`config.mk`:
```
export PLATFORM = sky130hd
export DESIGN_NAME = count_step_monitor_flat
export DESIGN_NICKNAME = d
export VERILOG_FILES = /design/src/rtl/count_step_monitor_if.sv /design/src/rtl/count_step_monitor.sv /design/src/flat_wrapper.sv
export SDC_FILE = /design/constraint.sdc
export NUM_CORES = 1
export LEC_CHECK = 0
export ABC_AREA = 0
export CAP_MARGIN = 20
export CORE_MARGIN = 1
export CORE_UTILIZATION = 40
export CTS_CLUSTER_SIZE = 40
export DETAILED_ROUTE_END_ITERATION = 10
export PLACE_DENSITY = 0.67
export SKIP_CTS_REPAIR_TIMING = 1
export SYNTH_ARGS = -nofsm -noshare
export SYNTH_HDL_FRONTEND = slang
export SYNTH_SLANG_ARGS = --single-unit
```
`constraint.sdc`:
```
create_clock -name clk -period 3.6 [get_ports clk]
set_input_delay 0.54 -clock clk [delete_from_list [all_inputs] [get_ports clk]]
set_output_delay 0.54 -clock clk [all_outputs]
set_load 0.005 [all_outputs]
```
`src/rtl/count_step_monitor_if.sv`:
```
// Signal bundle between a 4-bit counter/stimulus side and count_step_monitor.
// The master drives the observed count and controls; the slave returns pulses and status.
interface count_step_monitor_if #(
  parameter int WIDTH   = 4,
  parameter int TALLY_W = 8
);
  logic               enable;
  logic               clear;
  logic [WIDTH-1:0]   count_in;
  logic [WIDTH-1:0]   cmp_val;
  logic               wrap_pulse;
  logic               jump_pulse;
  logic               match_pulse;
  logic               stall_flag;
  logic [TALLY_W-1:0] wrap_count;
  logic [TALLY_W-1:0] jump_count;
  logic [WIDTH-1:0]   last_count;

  modport master (
    output enable, clear, count_in, cmp_val,
    input  wrap_pulse, jump_pulse, match_pulse, stall_flag,
    input  wrap_count, jump_count, last_count
  );

  modport slave (
    input  enable, clear, count_in, cmp_val,
    output wrap_pulse, jump_pulse, match_pulse, stall_flag,
    output wrap_count, jump_count, last_count
  );
endinterface

```
`src/rtl/count_step_monitor.sv`:
```
// Passive observer of a binary up counter: classifies each sampled step as
// increment, wrap, jump or hold, tallies wraps/jumps and watches for stalls.
module count_step_monitor #(
  parameter int WIDTH       = 4,
  parameter int TALLY_W     = 8,
  parameter int STALL_LIMIT = 8
) (
  input logic                clk,
  input logic                rst,
  count_step_monitor_if.slave mon
);

  typedef enum logic [1:0] {IDLE, PRIME, TRACK, STALLED} state_t;

  localparam logic [WIDTH-1:0]   P_ONE   = WIDTH'(1);
  localparam logic [TALLY_W-1:0] T_ONE   = TALLY_W'(1);
  localparam logic [7:0]         S_LIMIT = 8'(STALL_LIMIT);

  state_t             r_state, w_state_nxt;
  logic [WIDTH-1:0]   r_prev, w_prev_nxt;
  logic [7:0]         r_stall_cnt, w_stall_cnt_nxt;
  logic               r_stall_flag, w_stall_flag_nxt;
  logic               r_wrap, w_wrap_nxt;
  logic               r_jump, w_jump_nxt;
  logic               r_match, w_match_nxt;
  logic [TALLY_W-1:0] r_wrap_cnt, w_wrap_cnt_nxt;
  logic [TALLY_W-1:0] r_jump_cnt, w_jump_cnt_nxt;

  logic w_hold, w_incr, w_wrap_step, w_jump_step;

  // Exactly one of the four step classes is true for any sample.
  assign w_hold      = (mon.count_in == r_prev);
  assign w_wrap_step = (r_prev == '1) && (mon.count_in == '0);
  assign w_incr      = (r_prev != '1) && (mon.count_in == r_prev + P_ONE);
  assign w_jump_step = !w_hold && !w_incr && !w_wrap_step;

  // NOTE: every next-value is defaulted first so no path through the case infers a latch.
  always_comb begin
    w_state_nxt      = r_state;
    w_prev_nxt       = r_prev;
    w_stall_cnt_nxt  = r_stall_cnt;
    w_stall_flag_nxt = r_stall_flag;
    w_wrap_nxt       = 1'b0;
    w_jump_nxt       = 1'b0;
    w_match_nxt      = 1'b0;
    w_wrap_cnt_nxt   = r_wrap_cnt;
    w_jump_cnt_nxt   = r_jump_cnt;

    case (r_state)
      IDLE: begin
        if (mon.enable) w_state_nxt = PRIME;
      end
      PRIME: begin
        // Fresh reference sample; stall history from an earlier session is dropped.
        w_prev_nxt       = mon.count_in;
        w_stall_cnt_nxt  = '0;
        w_stall_flag_nxt = 1'b0;
        w_state_nxt      = mon.enable ? TRACK : IDLE;
      end
      TRACK, STALLED: begin
        if (!mon.enable) begin
          w_state_nxt = IDLE;
        end else begin
          w_prev_nxt  = mon.count_in;
          w_match_nxt = (mon.count_in == mon.cmp_val) && !w_hold;
          if (w_hold) begin
            if (r_stall_cnt != S_LIMIT) w_stall_cnt_nxt = r_stall_cnt + 8'd1;
            if (w_stall_cnt_nxt == S_LIMIT) begin
              w_stall_flag_nxt = 1'b1;
              w_state_nxt      = STALLED;
            end
          end else begin
            w_stall_cnt_nxt  = '0;
            w_stall_flag_nxt = 1'b0;
            w_state_nxt      = TRACK;
            w_wrap_nxt       = w_wrap_step;
            w_jump_nxt       = w_jump_step;
            if (w_wrap_step && (r_wrap_cnt != '1)) w_wrap_cnt_nxt = r_wrap_cnt + T_ONE;
            if (w_jump_step && (r_jump_cnt != '1)) w_jump_cnt_nxt = r_jump_cnt + T_ONE;
          end
        end
      end
      default: w_state_nxt = IDLE;
    endcase

    // Clear wipes tallies and stall status but leaves pulses, prev and tracking intact.
    if (mon.clear) begin
      w_wrap_cnt_nxt   = '0;
      w_jump_cnt_nxt   = '0;
      w_stall_cnt_nxt  = '0;
      w_stall_flag_nxt = 1'b0;
      if (w_state_nxt == STALLED) w_state_nxt = TRACK;
    end
  end

  // NOTE: state registers use non-blocking assignments so every flop samples pre-edge values.
  always_ff @(posedge clk) begin
    if (rst) begin
      r_state      <= IDLE;
      r_prev       <= '0;
      r_stall_cnt  <= '0;
      r_stall_flag <= 1'b0;
      r_wrap       <= 1'b0;
      r_jump       <= 1'b0;
      r_match      <= 1'b0;
      r_wrap_cnt   <= '0;
      r_jump_cnt   <= '0;
    end else begin
      r_state      <= w_state_nxt;
      r_prev       <= w_prev_nxt;
      r_stall_cnt  <= w_stall_cnt_nxt;
      r_stall_flag <= w_stall_flag_nxt;
      r_wrap       <= w_wrap_nxt;
      r_jump       <= w_jump_nxt;
      r_match      <= w_match_nxt;
      r_wrap_cnt   <= w_wrap_cnt_nxt;
      r_jump_cnt   <= w_jump_cnt_nxt;
    end
  end

  assign mon.wrap_pulse  = r_wrap;
  assign mon.jump_pulse  = r_jump;
  assign mon.match_pulse = r_match;
  assign mon.stall_flag  = r_stall_flag;
  assign mon.wrap_count  = r_wrap_cnt;
  assign mon.jump_count  = r_jump_cnt;
  assign mon.last_count  = r_prev;

endmodule

```
`src/flat_wrapper.sv`:
```
// flat-port wrapper written by rule: the top's interface ports become plain ports
module count_step_monitor_flat 
#(
  parameter int WIDTH       = 4,
  parameter int TALLY_W     = 8,
  parameter int STALL_LIMIT = 8
)
  (clk, rst, mon_enable, mon_clear, mon_count_in, mon_cmp_val, mon_wrap_pulse, mon_jump_pulse, mon_match_pulse, mon_stall_flag, mon_wrap_count, mon_jump_count, mon_last_count);
  count_step_monitor_if #(.WIDTH(WIDTH), .TALLY_W(TALLY_W)) mon_i ();
  input logic clk;
  input logic rst;
  input wire logic [$bits(mon_i.enable)-1:0] mon_enable;
  input wire logic [$bits(mon_i.clear)-1:0] mon_clear;
  input wire logic [$bits(mon_i.count_in)-1:0] mon_count_in;
  input wire logic [$bits(mon_i.cmp_val)-1:0] mon_cmp_val;
  output wire logic [$bits(mon_i.wrap_pulse)-1:0] mon_wrap_pulse;
  output wire logic [$bits(mon_i.jump_pulse)-1:0] mon_jump_pulse;
  output wire logic [$bits(mon_i.match_pulse)-1:0] mon_match_pulse;
  output wire logic [$bits(mon_i.stall_flag)-1:0] mon_stall_flag;
  output wire logic [$bits(mon_i.wrap_count)-1:0] mon_wrap_count;
  output wire logic [$bits(mon_i.jump_count)-1:0] mon_jump_count;
  output wire logic [$bits(mon_i.last_count)-1:0] mon_last_count;
  assign mon_i.enable = mon_enable;
  assign mon_i.clear = mon_clear;
  assign mon_i.count_in = mon_count_in;
  assign mon_i.cmp_val = mon_cmp_val;
  assign mon_wrap_pulse = mon_i.wrap_pulse;
  assign mon_jump_pulse = mon_i.jump_pulse;
  assign mon_match_pulse = mon_i.match_pulse;
  assign mon_stall_flag = mon_i.stall_flag;
  assign mon_wrap_count = mon_i.wrap_count;
  assign mon_jump_count = mon_i.jump_count;
  assign mon_last_count = mon_i.last_count;
  count_step_monitor #(.WIDTH(WIDTH), .TALLY_W(TALLY_W), .STALL_LIMIT(STALL_LIMIT)) u_core (.clk(clk), .rst(rst), .mon(mon_i));
endmodule
```
==> results.yml <==
sta:
  finalCritPeriodShare_pct: 68.4
  rsz0062_at_grt: "false"
  tightest_slew_ns: 0.699
  clock_skew_ns: 0.00413
  fin_setup_tns_ns: 0
  finalSetupViolations: 0
  slew_viol_final: 0
  fin_crit_ns: 2.46
  hold_violations: 0
  whs_ns: 0.459
  max-slew-margin-rel_pct: 52.9
  fmax_ghz: 0.406
clock_network:
  cts_max_path_buffers: 2
  cts_tree: "built"
  cts_root_buffer: "clkbuf_8"
  clkSinkCount: 34
  clkLatencyLatePin_ns: 0.28
  clk_pin_slew_ns: 0.07
  cts_buffers: 5
  htreeDepth: 2
worst_setup_path:
  rrSetupSlack_ns: 1.34
  slowest_delay_ns: 0.52
  cp.required_ns: 3.82
  start_kind: "primary input"
  cp.arrival_ns: 2.68
  crit_buf_inv: 1
  crit_chain: "clkdlybuf4s50_1 -> xnor2_1 -> and4_1 -> a311o_1 -> or4_1 -> a21oi_1"
  crit_slowest_cell: "clkdlybuf4s50_1"
  cp_top_family: "simple AND/OR/NAND/NOR gates"
  cp_max_fo: 8
  rr_endpoint: "u_core.mon.stall_flag"
  r2r-start: "u_core.r_stall_cnt[0]"
  critPathCaptureType: "flop"
  crit_type: "primary input to flop"
  worst_r2r_path_depth: 8
global_route:
  grt.total_usage_pct: 17.9
  antenna_found_initial: 0
  grt-ovfl-total: 0
  grt_pass1_wl_um: 7070
  grt_util_met3_pct: 5.09
  grt.met2_usage_pct: 29.1
  grt_max_degree: 26
  grt.busiest_layer: "met2"
  first_global_vias: 1650
  use_met1_pct: 22.2
drt:
  drc: 0
  drt_iter0_markers: 71
  wirelength_um: 4090
  dr.pass1.iters: 4
  postRouteAntennaNets: 0
  vias_per_cell: 5.58
  post_drt_wl_per_cell_um: 13.2
  vias: 1725
cells_and_area:
  syn_to_final_growth_pct: 25.9
  fill_cells: 434
  nets: 273
  regArea_sq_um: 681
  multi_input_area_sq_mm: 0.00109
  diodes: 0
  fin_util_pct: 52.7
  drive_gt1_share_pct: 4.67
synthesis:
  syn_nets: 239
  ys_seq_area_share_pct: 37.3
  syn-instance-count: 222
  synthesis.area_sq_mm: 0.00182
  yosysWarnings: 0
  syn_area_per_cell_sq_um: 8.21
  synthDistinctLibCells: 40
  ys_ff_latch: 34
placed_design:
  gp_congestion: 0.828
  port_buffers: 35
  dp_hpwl_um: 2810
power_and_ir_drop:
  p_seq_share_pct: 51.3
  clkPwrFrac_pct: 39.7
  power_density_mw_per_mm2: 327
  worst_ir_drop_vdd_uv: 194
  power.share.switching_pct: 24.6
  power_frac_comb_pct: 9.0
  power.switching_uw: 185
  cellLeakagePower_uw: 0.000757
  p_int_uw: 566
floorplanning:
  die_h_um: 69.5
  io_pins: 36
  rows: 24
  coreArea_sq_mm: 0.00435
  initial_core_util_pct: 41.9
  dieArea_sq_mm: 0.00483
  die_w_um: 69.5
hold_path:
  min_to: "u_core.mon.stall_flag"
  hp-class: "flop to flop"
  min_from: "u_core.mon.stall_flag"
  holdPathStages: 2
status:
  status: "complete, no violations"
job:
  maxCapViolCount: 0
==> worst max-delay path by stage <==
stage,from,endpoint,slack [ns],cells past startpoint
after floorplan,mon_count_in[1],u_core.mon.jump_count[2],1.41,7
after global placement,mon_count_in[1],u_core.mon.jump_count[7],0.86,6
after detailed placement,mon_count_in[1],u_core.mon.jump_count[7],0.84,6
after CTS,mon_count_in[1],u_core.mon.jump_count[7],1.14,6
after global routing,mon_count_in[3],u_core.r_stall_cnt[6],1.00,7
final,mon_count_in[0],u_core.mon.jump_count[7],1.14,6
==> metrics by stage <==
stage,total power [uW],setup WS [ns],area [sq um],instances
5_1_grt,789,1.00,2290,309
3_5_place_dp,462,0.835,2200,301
6_report,751,1.14,2290,309
4_1_cts,762,1.14,2290,309
3_3_place_gp,461,0.865,2200,301
2_1_floorplan,434,1.41,1820,222
==> flip-flops by register name, summed over array words and instances (netlist names) <==
signal,count
u_core.mon.match_pulse,1
u_core.mon.wrap_pulse,1
u_core.mon.last_count,4
u_core.mon.stall_flag,1
u_core.mon.jump_pulse,1
u_core.r_state,2
u_core.mon.wrap_count,8
u_core.r_stall_cnt,8
u_core.mon.jump_count,8
==> routing by layer <==
metal	up-vias	share of wire (%)
li1	859	-
met1	812	47
met2	50	46
met3	4	5.6
met4	0	0.86
met5	-	0
==> cells in the final DEF (no fill, tap or decap), types with 3 or more instances in the layout <==
master / n
or3_1: 7
a21oi_1: 22
ha_1: 5
or4_1: 3
o31ai_1: 3
nand3_1: 15
nand4_1: 7
inv_1: 4
clkbuf_8: 6
clkdlybuf4s50_1: 35
xor2_1: 9
nand2_1: 21
o21ai_0: 9
and3_1: 9
xnor2_1: 14
dfxtp_1: 34
nor2_1: 23
==> worst reg2reg max path, delay by kind of cell (launching register included) <==
| kind | cells | cell delay [ns] |
|---|---|---|
| and+or+nand+nor | 4 | 1.01 |
| AOI/OAI and AO/OA | 2 | 0.50 |
| DFF | 1 | 0.38 |
| adders and majority gates | 1 | 0.15 |
| buffers and inverters | 1 | 0.13 |
==> power by group through the flow <==
stage | clock network (uW) | logic, uW | registers (uW)
final | 298 | 67.4 | 385
after CTS | 309 | 67.9 | 385
after global routing | 329 | 74.2 | 386
after global placement | 0 | 67.5 | 394
after floorplan | 0 | 41.5 | 393
after detailed placement | 0 | 67.7 | 394
==> cells by family (layout without fill, tap and decap cells) <==
kind of cell             count (synthesis)  in the layout  share of synthesized area [%]
multiplexers                             1              1                          0.549
AO/OA/AOI/OAI                           46             46                           15.0
buffers and inverters                   12             47                           2.95
flip-flops                              34             34                           37.3
XOR/XNOR                                23             23                           11.1
adder cells (fa/ha/maj)                  5              5                           3.43
AND/OR/NAND/NOR                        101            101                           29.7
==> cell usage after synthesis <==
cell type / instances / area (sq um)
a21oi_1: 22 / 110
a22oi_1: 2 / 15.0
a311o_1: 1 / 10.0
a311oi_2: 1 / 15.0
a31oi_1: 2 / 12.5
and2_1: 2 / 12.5
and3_1: 9 / 56.3
and4_1: 2 / 17.5
buf_1: 1 / 3.75
buf_2: 1 / 5.00
buf_6: 1 / 11.3
clkbuf_1: 5 / 18.8
dfxtp_1: 34 / 681
ha_1: 5 / 62.6
inv_1: 4 / 15.0
mux2i_1: 1 / 10.0
nand2_1: 21 / 78.8
nand2b_1: 2 / 12.5
nand3_1: 15 / 75.1
nand3b_1: 2 / 15.0
nand4_1: 7 / 43.8
nand4b_1: 1 / 8.76
nor2_1: 23 / 86.3
nor2b_1: 2 / 12.5
nor3b_1: 1 / 7.51
nor4_1: 1 / 6.26
nor4_4: 1 / 21.3
nor4b_2: 1 / 15.0
o211ai_1: 1 / 7.51
o21a_1: 2 / 15.0
o21ai_0: 9 / 45.0
o21ai_1: 1 / 5.00
o22ai_1: 1 / 6.26
o31ai_1: 3 / 22.5
o41ai_1: 1 / 8.76
or2_2: 1 / 6.26
or3_1: 7 / 43.8
or4_1: 3 / 22.5
xnor2_1: 14 / 123
xor2_1: 9 / 78.8
==> final cells by class <==
type | count | share of cell area, %
Clock buffer | 6 | 3.60
Tap cell | 52 | 2.84
Timing Repair Buffer | 35 | 15.3
Multi-Input combinational cell | 176 | 47.4
Sequential cell | 34 | 29.7
Clock inverter | 2 | 0.545
Inverter | 4 | 0.654
No activity file was read; power rests on OpenSTA's default activity.
